`src/rtl/seg7_bcd_display.sv`:
```
// Binary-to-decimal 7-segment display driver.
// A sequential double-dabble turns value_i into DIGITS BCD nibbles, one bit per clock, then
// latches decoded glyphs for all digits in one cycle so the display never shows a partial
// result. Supports leading-zero blanking, overflow dashes, either segment polarity and
// conversion on load_i or automatically whenever value_i changes.
module seg7_bcd_display #(
  parameter int unsigned DATA_W     = 8,
  parameter int unsigned DIGITS     = 3,
  parameter bit          ACTIVE_LOW = 1'b1,
  parameter bit          LEAD_BLANK = 1'b1,
  parameter bit          AUTO       = 1'b1
) (
  input  logic                clk,
  input  logic                rst_n,
  input  logic [DATA_W-1:0]   value_i,
  input  logic                load_i,
  output logic                busy_o,
  output logic                done_o,
  output logic                ovf_o,
  output logic [7*DIGITS-1:0] seg_o
);

  localparam int unsigned BCD_W = 4 * DIGITS;
  localparam int unsigned SEG_W = 7 * DIGITS;
  localparam int unsigned CNT_W = $clog2(DATA_W + 1);

  // Largest value that fits in DIGITS decimal digits; 10^10 still fits in 64 bits.
  function automatic logic [63:0] pow10(input int unsigned n);
    logic [63:0] r;
    r = 64'd1;
    for (int unsigned i = 0; i < n; i++) begin
      r = r * 64'd10;
    end
    return r;
  endfunction

  localparam logic [63:0] MAX_VAL = pow10(DIGITS) - 64'd1;

  // Glyph table is written in the lit-low form of the DE-series boards.
  localparam logic [6:0] GLYPH_BLANK = ACTIVE_LOW ? 7'h7F : 7'h00;
  localparam logic [6:0] GLYPH_DASH  = ACTIVE_LOW ? 7'h3F : 7'h40;

  if (DATA_W < 1 || DATA_W > 32) begin : g_bad_data_w
    $error("seg7_bcd_display: DATA_W must be 1..32");
  end
  if (DIGITS < 1 || DIGITS > 10) begin : g_bad_digits
    $error("seg7_bcd_display: DIGITS must be 1..10");
  end

  function automatic logic [6:0] glyph(input logic [3:0] d);
    logic [6:0] g;
    case (d)
      4'd0:    g = 7'h40;
      4'd1:    g = 7'h79;
      4'd2:    g = 7'h24;
      4'd3:    g = 7'h30;
      4'd4:    g = 7'h19;
      4'd5:    g = 7'h12;
      4'd6:    g = 7'h02;
      4'd7:    g = 7'h78;
      4'd8:    g = 7'h00;
      4'd9:    g = 7'h10;
      default: g = 7'h7F;
    endcase
    return ACTIVE_LOW ? g : ~g;
  endfunction

  typedef enum logic [1:0] {StIdle, StShift, StLatch} state_e;

  state_e            state_q;
  logic [DATA_W-1:0] sreg_q;
  logic [BCD_W-1:0]  bcd_q;
  logic [CNT_W-1:0]  cnt_q;
  logic [DATA_W-1:0] last_q;
  logic [SEG_W-1:0]  seg_q;
  logic              ovf_q;
  logic              done_q;

  logic              start;
  logic [BCD_W-1:0]  bcd_adj;
  logic [BCD_W-1:0]  bcd_shift;
  logic [DATA_W-1:0] sreg_shift;
  logic              ovf_next;
  logic [SEG_W-1:0]  seg_next;

  // Start condition: value change in auto mode, explicit strobe otherwise; only from idle.
  always_comb begin
    start = 1'b0;
    if (state_q == StIdle) begin
      start = AUTO ? (value_i != last_q) : load_i;
    end
  end

  // One double-dabble step: add 3 to nibbles >= 5, then shift {bcd, sreg} left by one.
  always_comb begin
    bcd_adj = bcd_q;
    for (int unsigned k = 0; k < DIGITS; k++) begin
      if (bcd_q[4*k +: 4] >= 4'd5) begin
        bcd_adj[4*k +: 4] = bcd_q[4*k +: 4] + 4'd3;
      end
    end
    bcd_shift  = {bcd_adj[BCD_W-2:0], sreg_q[DATA_W-1]};
    sreg_shift = sreg_q << 1;
  end

  // Glyph decode of the finished BCD word, scanning from the top digit for blanking.
  always_comb begin
    logic seen_nz;
    ovf_next = {{(64 - DATA_W){1'b0}}, last_q} > MAX_VAL;
    seg_next = '0;
    seen_nz  = 1'b0;
    for (int k = int'(DIGITS) - 1; k >= 0; k--) begin
      if (bcd_q[4*k +: 4] != 4'd0) begin
        seen_nz = 1'b1;
      end
      if (ovf_next) begin
        seg_next[7*k +: 7] = GLYPH_DASH;
      end else if (LEAD_BLANK && !seen_nz && k != 0) begin
        seg_next[7*k +: 7] = GLYPH_BLANK;
      end else begin
        seg_next[7*k +: 7] = glyph(bcd_q[4*k +: 4]);
      end
    end
  end

  // Conversion FSM with registered display outputs.
  always_ff @(posedge clk or negedge rst_n) begin
    if (!rst_n) begin
      state_q <= StIdle;
      sreg_q  <= '0;
      bcd_q   <= '0;
      cnt_q   <= '0;
      last_q  <= '0;
      seg_q   <= {DIGITS{GLYPH_BLANK}};
      ovf_q   <= 1'b0;
      done_q  <= 1'b0;
    end else begin
      done_q <= 1'b0;
      unique case (state_q)
        StIdle: begin
          if (start) begin
            sreg_q  <= value_i;
            last_q  <= value_i;
            bcd_q   <= '0;
            cnt_q   <= CNT_W'(DATA_W);
            state_q <= StShift;
          end
        end
        StShift: begin
          bcd_q  <= bcd_shift;
          sreg_q <= sreg_shift;
          cnt_q  <= cnt_q - CNT_W'(1);
          if (cnt_q == CNT_W'(1)) begin
            state_q <= StLatch;
          end
        end
        StLatch: begin
          seg_q   <= seg_next;
          ovf_q   <= ovf_next;
          done_q  <= 1'b1;
          state_q <= StIdle;
        end
        default: state_q <= StIdle;
      endcase
    end
  end

  assign busy_o = (state_q != StIdle);
  assign done_o = done_q;
  assign ovf_o  = ovf_q;
  assign seg_o  = seg_q;

endmodule

```
`config.mk`:
```
export PLATFORM = sky130hd
export DESIGN_NAME = seg7_bcd_display
export DESIGN_NICKNAME = d
export VERILOG_FILES = /design/src/rtl/seg7_bcd_display.sv
export SDC_FILE = /design/constraint.sdc
export NUM_CORES = 1
export LEC_CHECK = 0
export BUFFER_PORTS_ARGS = -buffer_cell sky130_fd_sc_hd__buf_2
export CAP_MARGIN = 20
export CORE_ASPECT_RATIO = 1.75
export CORE_UTILIZATION = 37
export CTS_CLUSTER_SIZE = 10
export DETAILED_ROUTE_END_ITERATION = 7
export GPL_TIMING_DRIVEN = 0
export SLEW_MARGIN = 20
export SYNTH_ARGS = -nofsm -noshare
export SYNTH_HDL_FRONTEND = slang
export SYNTH_SLANG_ARGS = --single-unit
```
`constraint.sdc`:
```
create_clock -name clk -period 1.4 [get_ports clk]
set_input_delay 0.35 -clock clk [delete_from_list [all_inputs] [get_ports clk]]
set_output_delay 0.35 -clock clk [all_outputs]
set_load 0.01 [all_outputs]
```
Word level (Yosys, flattened, before mapping) --
Memories as Yosys holds them, arrays and structs flattened. A register that Yosys moved wholly into a read port is not among the register bits. Cells that the tools add are included.
Storage, ports and cells: register bits after elaboration 56, memory bits (read-only) 336, bits of input ports 11, logic and storage cells 50, memories 3
Cells by class: $add $sub $neg 4, order comparisons 3, equal/unequal tests 6, mux-type cells 18, reductions and logical operators 9
Memories:
- (no name shown) | depth 16, width 7, rd ports 1, clocked after Yosys merged registers in 0, write ports 0, RTL line 52 | case (d)
- (no name shown) | depth 16, width 7, rd ports 1, clocked after Yosys merged registers in 0, write ports 0, RTL line 52
- (no name shown) | depth 16, width 7, rd ports 1, clocked after Yosys merged registers in 1, write ports 0, RTL line 52
Operator list (count):
- $pmux 12 s2 | 1
- $pmux 8 s2 | 1
- $mux 7 | 2
- $ge 4x3->1 const B | 3
- $mux 12 | 1
- $mux 4 | 3
- $add 4x2->4 const B | 2
- $mux 8 | 1
- $ne 8x8->1 | 1
- $pmux 4 s2 | 1
- $reduce_bool 4->1 | 2
- $reduce_and 2->1 | 3
- $eq 4x1->1 const B | 1
- $mux 1 | 4
- $mux 2 | 2
- $ne 2x2->1 const B | 2
- $pmux 2 s2 | 1
- $reduce_bool 2->1 | 2
- $sub 4x1->4 const B | 1
- $add 3x2->3 const B | 1
- $mux 3 | 1
- $eq 2x1->1 const B | 1
- $eq 2x2->1 const B | 1
- $logic_not 2->1 | 1
- $logic_not 1->1 | 1

Longest topological paths before layout --
depth after elaboration 4, gate-level depth with buffers 6, depth with buffers taken out 6

Least setup slack after synthesis --
OpenSTA, ideal clock, no wires.
path type register to register, start point reg bcd_q[6], end point reg bcd_q[7], library setup time 0.130 ns, data arrival time 1.417 ns, setup slack -0.147 ns, cell stages (with the launch flop) 7, path buffers 1, period minus slack after synthesis 1.547 ns, path through dfrtp_1 clkbuf_1 inv_1 ha_1 o21bai_1 a32oi_1 o21ai_0
On the way: word-level cells in the longest chain between the ends 3, elaborated cells on any way between the ends 4, those cells by class add/sub: 1; order compare: 1; mux: 2
RTL lines:
- start, declared | RTL line 72 | logic [BCD_W-1:0] bcd_q;
- start signal, assigned | RTL line 150 | bcd_q <= bcd_shift;
- $add 4x2->4 or $ge 4x3->1 (tied branches) | RTL line 99, 98
- $mux 4 (*) | RTL line 98 | if (bcd_q[4*k +: 4] >= 4'd5) begin
- $pmux 12 s2 (*) | RTL line 139 | unique case (state_q)
Every way passes the cells marked *; elsewhere a longest branch is shown, timed or not. A chain may end at the register's enable or synchronous reset.

Worst setup path in the final report --
start point reg last_q[5], end point reg sreg_q[2]
On the way: word-level cells in the longest chain between the ends 4
RTL lines:
- start, declared | RTL line 74 | logic [DATA_W-1:0] last_q;
- start signal, assigned | RTL line 143 | last_q <= value_i;
- $ne 8x8->1 | RTL line 90 | start = AUTO ? (value_i != last_q) : load_i;
- $mux 1 | RTL line 89 | if (state_q == StIdle) begin
- $ne 2x2->1 (no line)
- $reduce_and 2->1 (no line)
- end signal, assigned | RTL line 142 | sreg_q <= value_i;
- end signal, assigned | RTL line 151 | sreg_q <= sreg_shift;
- end, declared | RTL line 71 | logic [DATA_W-1:0] sreg_q;
No other way between the ends.

==> metrics list <==
- Result of the run: finished, violations left
- The final reports fail on negative setup slack.
* Final setup viols: 34
* R2R cell count: 6
- The hold violation total from the final report was 0.
- Kind of critical path: flip-flop to flip-flop
* CTS root buffer: clkbuf_16
- Clock-pin slew on the worst setup and hold paths: 70 ps
- Worst min path class: input port to async pin
- Most frequently used flop master after synthesis: dfrtp_1
- Overall power of the completed layout: a little over 9 mW
- Delay contributed by the slowest stage of the critical path: around 380 ps
- Each instance of the synthesized netlist takes up on average 10.1 um2.
- Pwr per Cell Area: 2500 mW/mm2
* Post-Syn Nets: between 300 and 400
* DRC viols: 0
* Core Region: between 0.007 and 0.008 mm2
- Peak supply drop: 0.926 mV
* FF+latch count, synth: between 50 and 60
* Switch share: 0.391
- Pin slew with the least headroom to its limit: 691 ps
* First-pass GRT wire length: 10.9 mm
* Peak fanout along the critical path: 10
- Maximum buffer depth of the clock tree: 2
- TritonCTS built the clock tree.
* Static leakage: 1.69 nW
* Number of maximum-capacitance violations: 0
* R2R setup slack: -250 ps
- From bottom edge to top edge, the die measures 121 um.
* Max-slew violations: 0
* Highest clock rate: about 610 MHz
* Via density per instance: ~5.2
- The clock reaches the later pin of the worst-skew pair after 290 ps.
* EDFF count, synth: 0
* Initial Utilization: 0.381
* Area leader, netlist: dfrtp_1
* Width of the chip: about 70 um
- Antenna violations before repair: 0
- Launching instance or port of the critical path: last_q[5]$_DFFE_PN0P_
- Time the final worst path needs with I/O delays and setup: 1650 ps
- Total number of vias: 2342
- Remaining max-slew budget at the tightest pin: 0.540
* Number of nets in the finished design: 386
* RR Endpoint: sreg_q[2]$_DFFE_PN0P_
- The most critical setup path has its endpoint at sreg_q[2]$_DFFE_PN0P_.
- Core Rows: 43
- Via count of the first global-routing pass: 2309
- 0 antenna diodes ended up in the layout.
* Critical Path Slowest Stage Cell: dfrtp_1
- Final weighted congestion of routability-driven global placement: 0.832
- At the end of the flow the core is filled with cells to 0.471.
- Number of ports placed on the die boundary: 35
- Before antenna repair, the detailed router went through 4 iterations.
- STA puts the critical path data required time at 1580 ps.
- Summed over all layers, the global routing overflow is 0.
* Largest net degree at the start of global routing: 57
- Summing all non-filler instances in the final layout gives an area of between 0.003 and 0.004 mm2.
- Traced cell by cell, the critical path runs through xor2_1 > nor4_2 > buf_4 > a21oi_2 > buf_4 > a221o_1.
- In this run the tool buffered the top-level ports with 32 buffer cells.
- Worst path bufs/invs: 2
- Post-synth cell types: 39
- TritonCTS buffer count: 5
- Grouping stages by cell kind, the critical path spends the most delay in flip-flops.
* Sequential Power Share: 0.338
- Of the synthesized area, sequential elements account for 0.474.
- Residual antenna-violating net count after detailed routing: 0
- Sum of negative setup slack: -6600 ps
- Number of DRC violations after detailed-routing iteration 0: 95
- Number of warnings printed during yosys synthesis: 0
* Post-synthesis async set-or-reset flop share: 1.00
- The clock net in this run drives a total of 56 sinks.
- Placed cells: 420
- Total routed wirelength: around 6.3 mm
- Layout-stage area growth over the synthesis result: 23.7%
- In this run the number of H-tree levels came out at 2.
- Detailed placement finished with a half-perimeter wire length of 4.34 mm.
- Logic pwr share: 0.532
- Tcrit/Tclk final: 1.18
* Finished Layout Cells: 448
- Smallest hold slack: about 93 ps
* Internal power: about 5.7 mW
* Synth Instances: about 300
* Final worst setup slack: -249 ps
- Of the total power, the clock network draws 0.130.
* Logic depth of the worst setup path including buffers: 6
- Between clock sinks in the finished design, the worst skew comes to 2.40 ps.
- For the worst setup path, the data arrival time is 1830 ps.
- The most numerous cell type found on the critical path is buf_4.
* Net switching power: 3.64 mW
* Cell with the most instances after synthesis: dfrtp_1
- Startpoint class of the critical path: flip-flop
- Most area-consuming cells after synthesis: dfrtp_1, dfstp_2, ha_1
- Wire length per cell: 14.2 um
* Portion of synthesized cell area occupied by the leading cell type: 0.291
* Placed instance area: 0.00334 mm2
- In the global route stage, overall resource usage came out at 0.161.
* Post-placement setup slack: -443 ps
* Filler cell count in the final layout: between 700 and 800
* Total Die Area: approximately 0.0085 mm2
- Worst flop-to-flop path startpoint: last_q[5]$_DFFE_PN0P_
- Most common library cells after synthesis: dfrtp_1, nand2_1, dfstp_2
- Layout cell share with drive strength beyond 1: 0.372
* Synthesized area: 0.00301 mm2
* Worst setup EP type: flip-flop
* Unrepaired setup endpoints after global routing: yes
[sequential cells by signal, summed over array words and instances, names as in the netlist]
| name | flops |
|---|---|
| state_q | 2 |
| last_q | 8 |
| bcd_q | 12 |
| cnt_q | 4 |
| sreg_q | 8 |
| seg_o | 21 |
| done_o | 1 |
[worst register-to-register path: stages (launching register included)]
cell     delay (ps)
dfrtp_1         380
xor2_1          150
nor4_2          260
buf_4           160
a21oi_2          60
buf_4           200
a221o_1         320
[how the worst min path moves through the flow]
stage / start / endpoint / cells after the start
final: rst_n / done_o$_DFF_PN0_ / 1
after global routing: rst_n / done_o$_DFF_PN0_ / 1
after global placement: seg_o[2]$_DFFE_PN1P_ / seg_o[2]$_DFFE_PN1P_ / 2
after CTS: rst_n / done_o$_DFF_PN0_ / 1
after floorplan: rst_n / bcd_q[0]$_DFFE_PN0P_ / 0
after detailed placement: rst_n / done_o$_DFF_PN0_ / 1
[power groups by stage]
| stage | logic [mW] | registers (mW) | clock network [mW] |
|---|---|---|---|
| 2_1_floorplan | 3.18 | 3.26 | 0 |
| 3_3_place_gp | 4.28 | 3.19 | 0 |
| 3_5_place_dp | 4.35 | 3.22 | 0 |
| 4_1_cts | 4.65 | 3.18 | 1.25 |
| 5_1_grt | 5.54 | 3.26 | 1.31 |
| 6_report | 4.96 | 3.15 | 1.21 |
[kinds of logic after synthesis]
logic type | after synthesis | synth area share
AO/OA/AOI/OAI | 81 | 0.180
AND/OR/NAND/NOR | 74 | 0.122
flip-flops | 56 | 0.474
buffers and inverters | 38 | 0.0511
adder cells (fa/ha/maj) | 18 | 0.0747
multiplexers | 16 | 0.0569
XOR/XNOR | 14 | 0.0407
other | 1 | 0.00124
[layout make-up]
type                       instances  area [um2]  area share
buffer                            18         113      0.0302
clock buffer                       7         133      0.0356
clock inverter                     1        3.75     0.00101
inverter                          20        80.1      0.0215
multi-input combinational        204        1530       0.411
sequential                        56        1440       0.385
tap                               90         113      0.0302
timing repair buffer              52         320      0.0859
[layer usage]
layer	GRT usage	share of wire	vias up	wire length, um
li1	-	-	1157	-
met5	0	0	-	0
met4	0.0688	0.018	0	114
met2	0.299	0.55	28	3500
met1	0.177	0.41	1150	2590
met3	0.0282	0.022	7	139
[cell usage in the layout (no fill, tap or decap), types with 4 or more instances in the layout]
cell       synthesis  layout
buf_2              3      32
nand2b_1           7       7
clkbuf_1          10       5
o22ai_1           11      11
o21bai_1           4       4
inv_1             20      13
a21oi_2            0       4
dfrtp_1           35      29
buf_4              2      23
nor3b_1            5       5
nand2_1           30      29
xnor2_1            5       5
o31ai_1            6       4
a221o_1            7       7
mux2i_1            7       7
clkbuf_2           0       5
mux2_2             9       9
nor3_1             4       4
nor2_1            13      12
xor2_1             9       9
a21oi_1           14      10
dfstp_2           21      21
clkbuf_16          0       5
o21ai_1            0       4
inv_2              0       5
buf_6              0       4
dfrtp_2            0       6
o21ai_0           20      16
o22a_1             9       9
ha_1              18      13
ha_4               0       4
and2_1             8       8
[timing repair]
| action | in CTS | in global routing |
|---|---|---|
| resized for setup | 26 | 22 |
| pin swaps | 5 | 3 |
| gates cloned | 2 | 0 |
| hold buffers | 0 | 0 |
| buffers inserted | 9 | 9 |
| setup endpoints to repair | 47 | 53 |
Power figures use the tool's default switching activity.
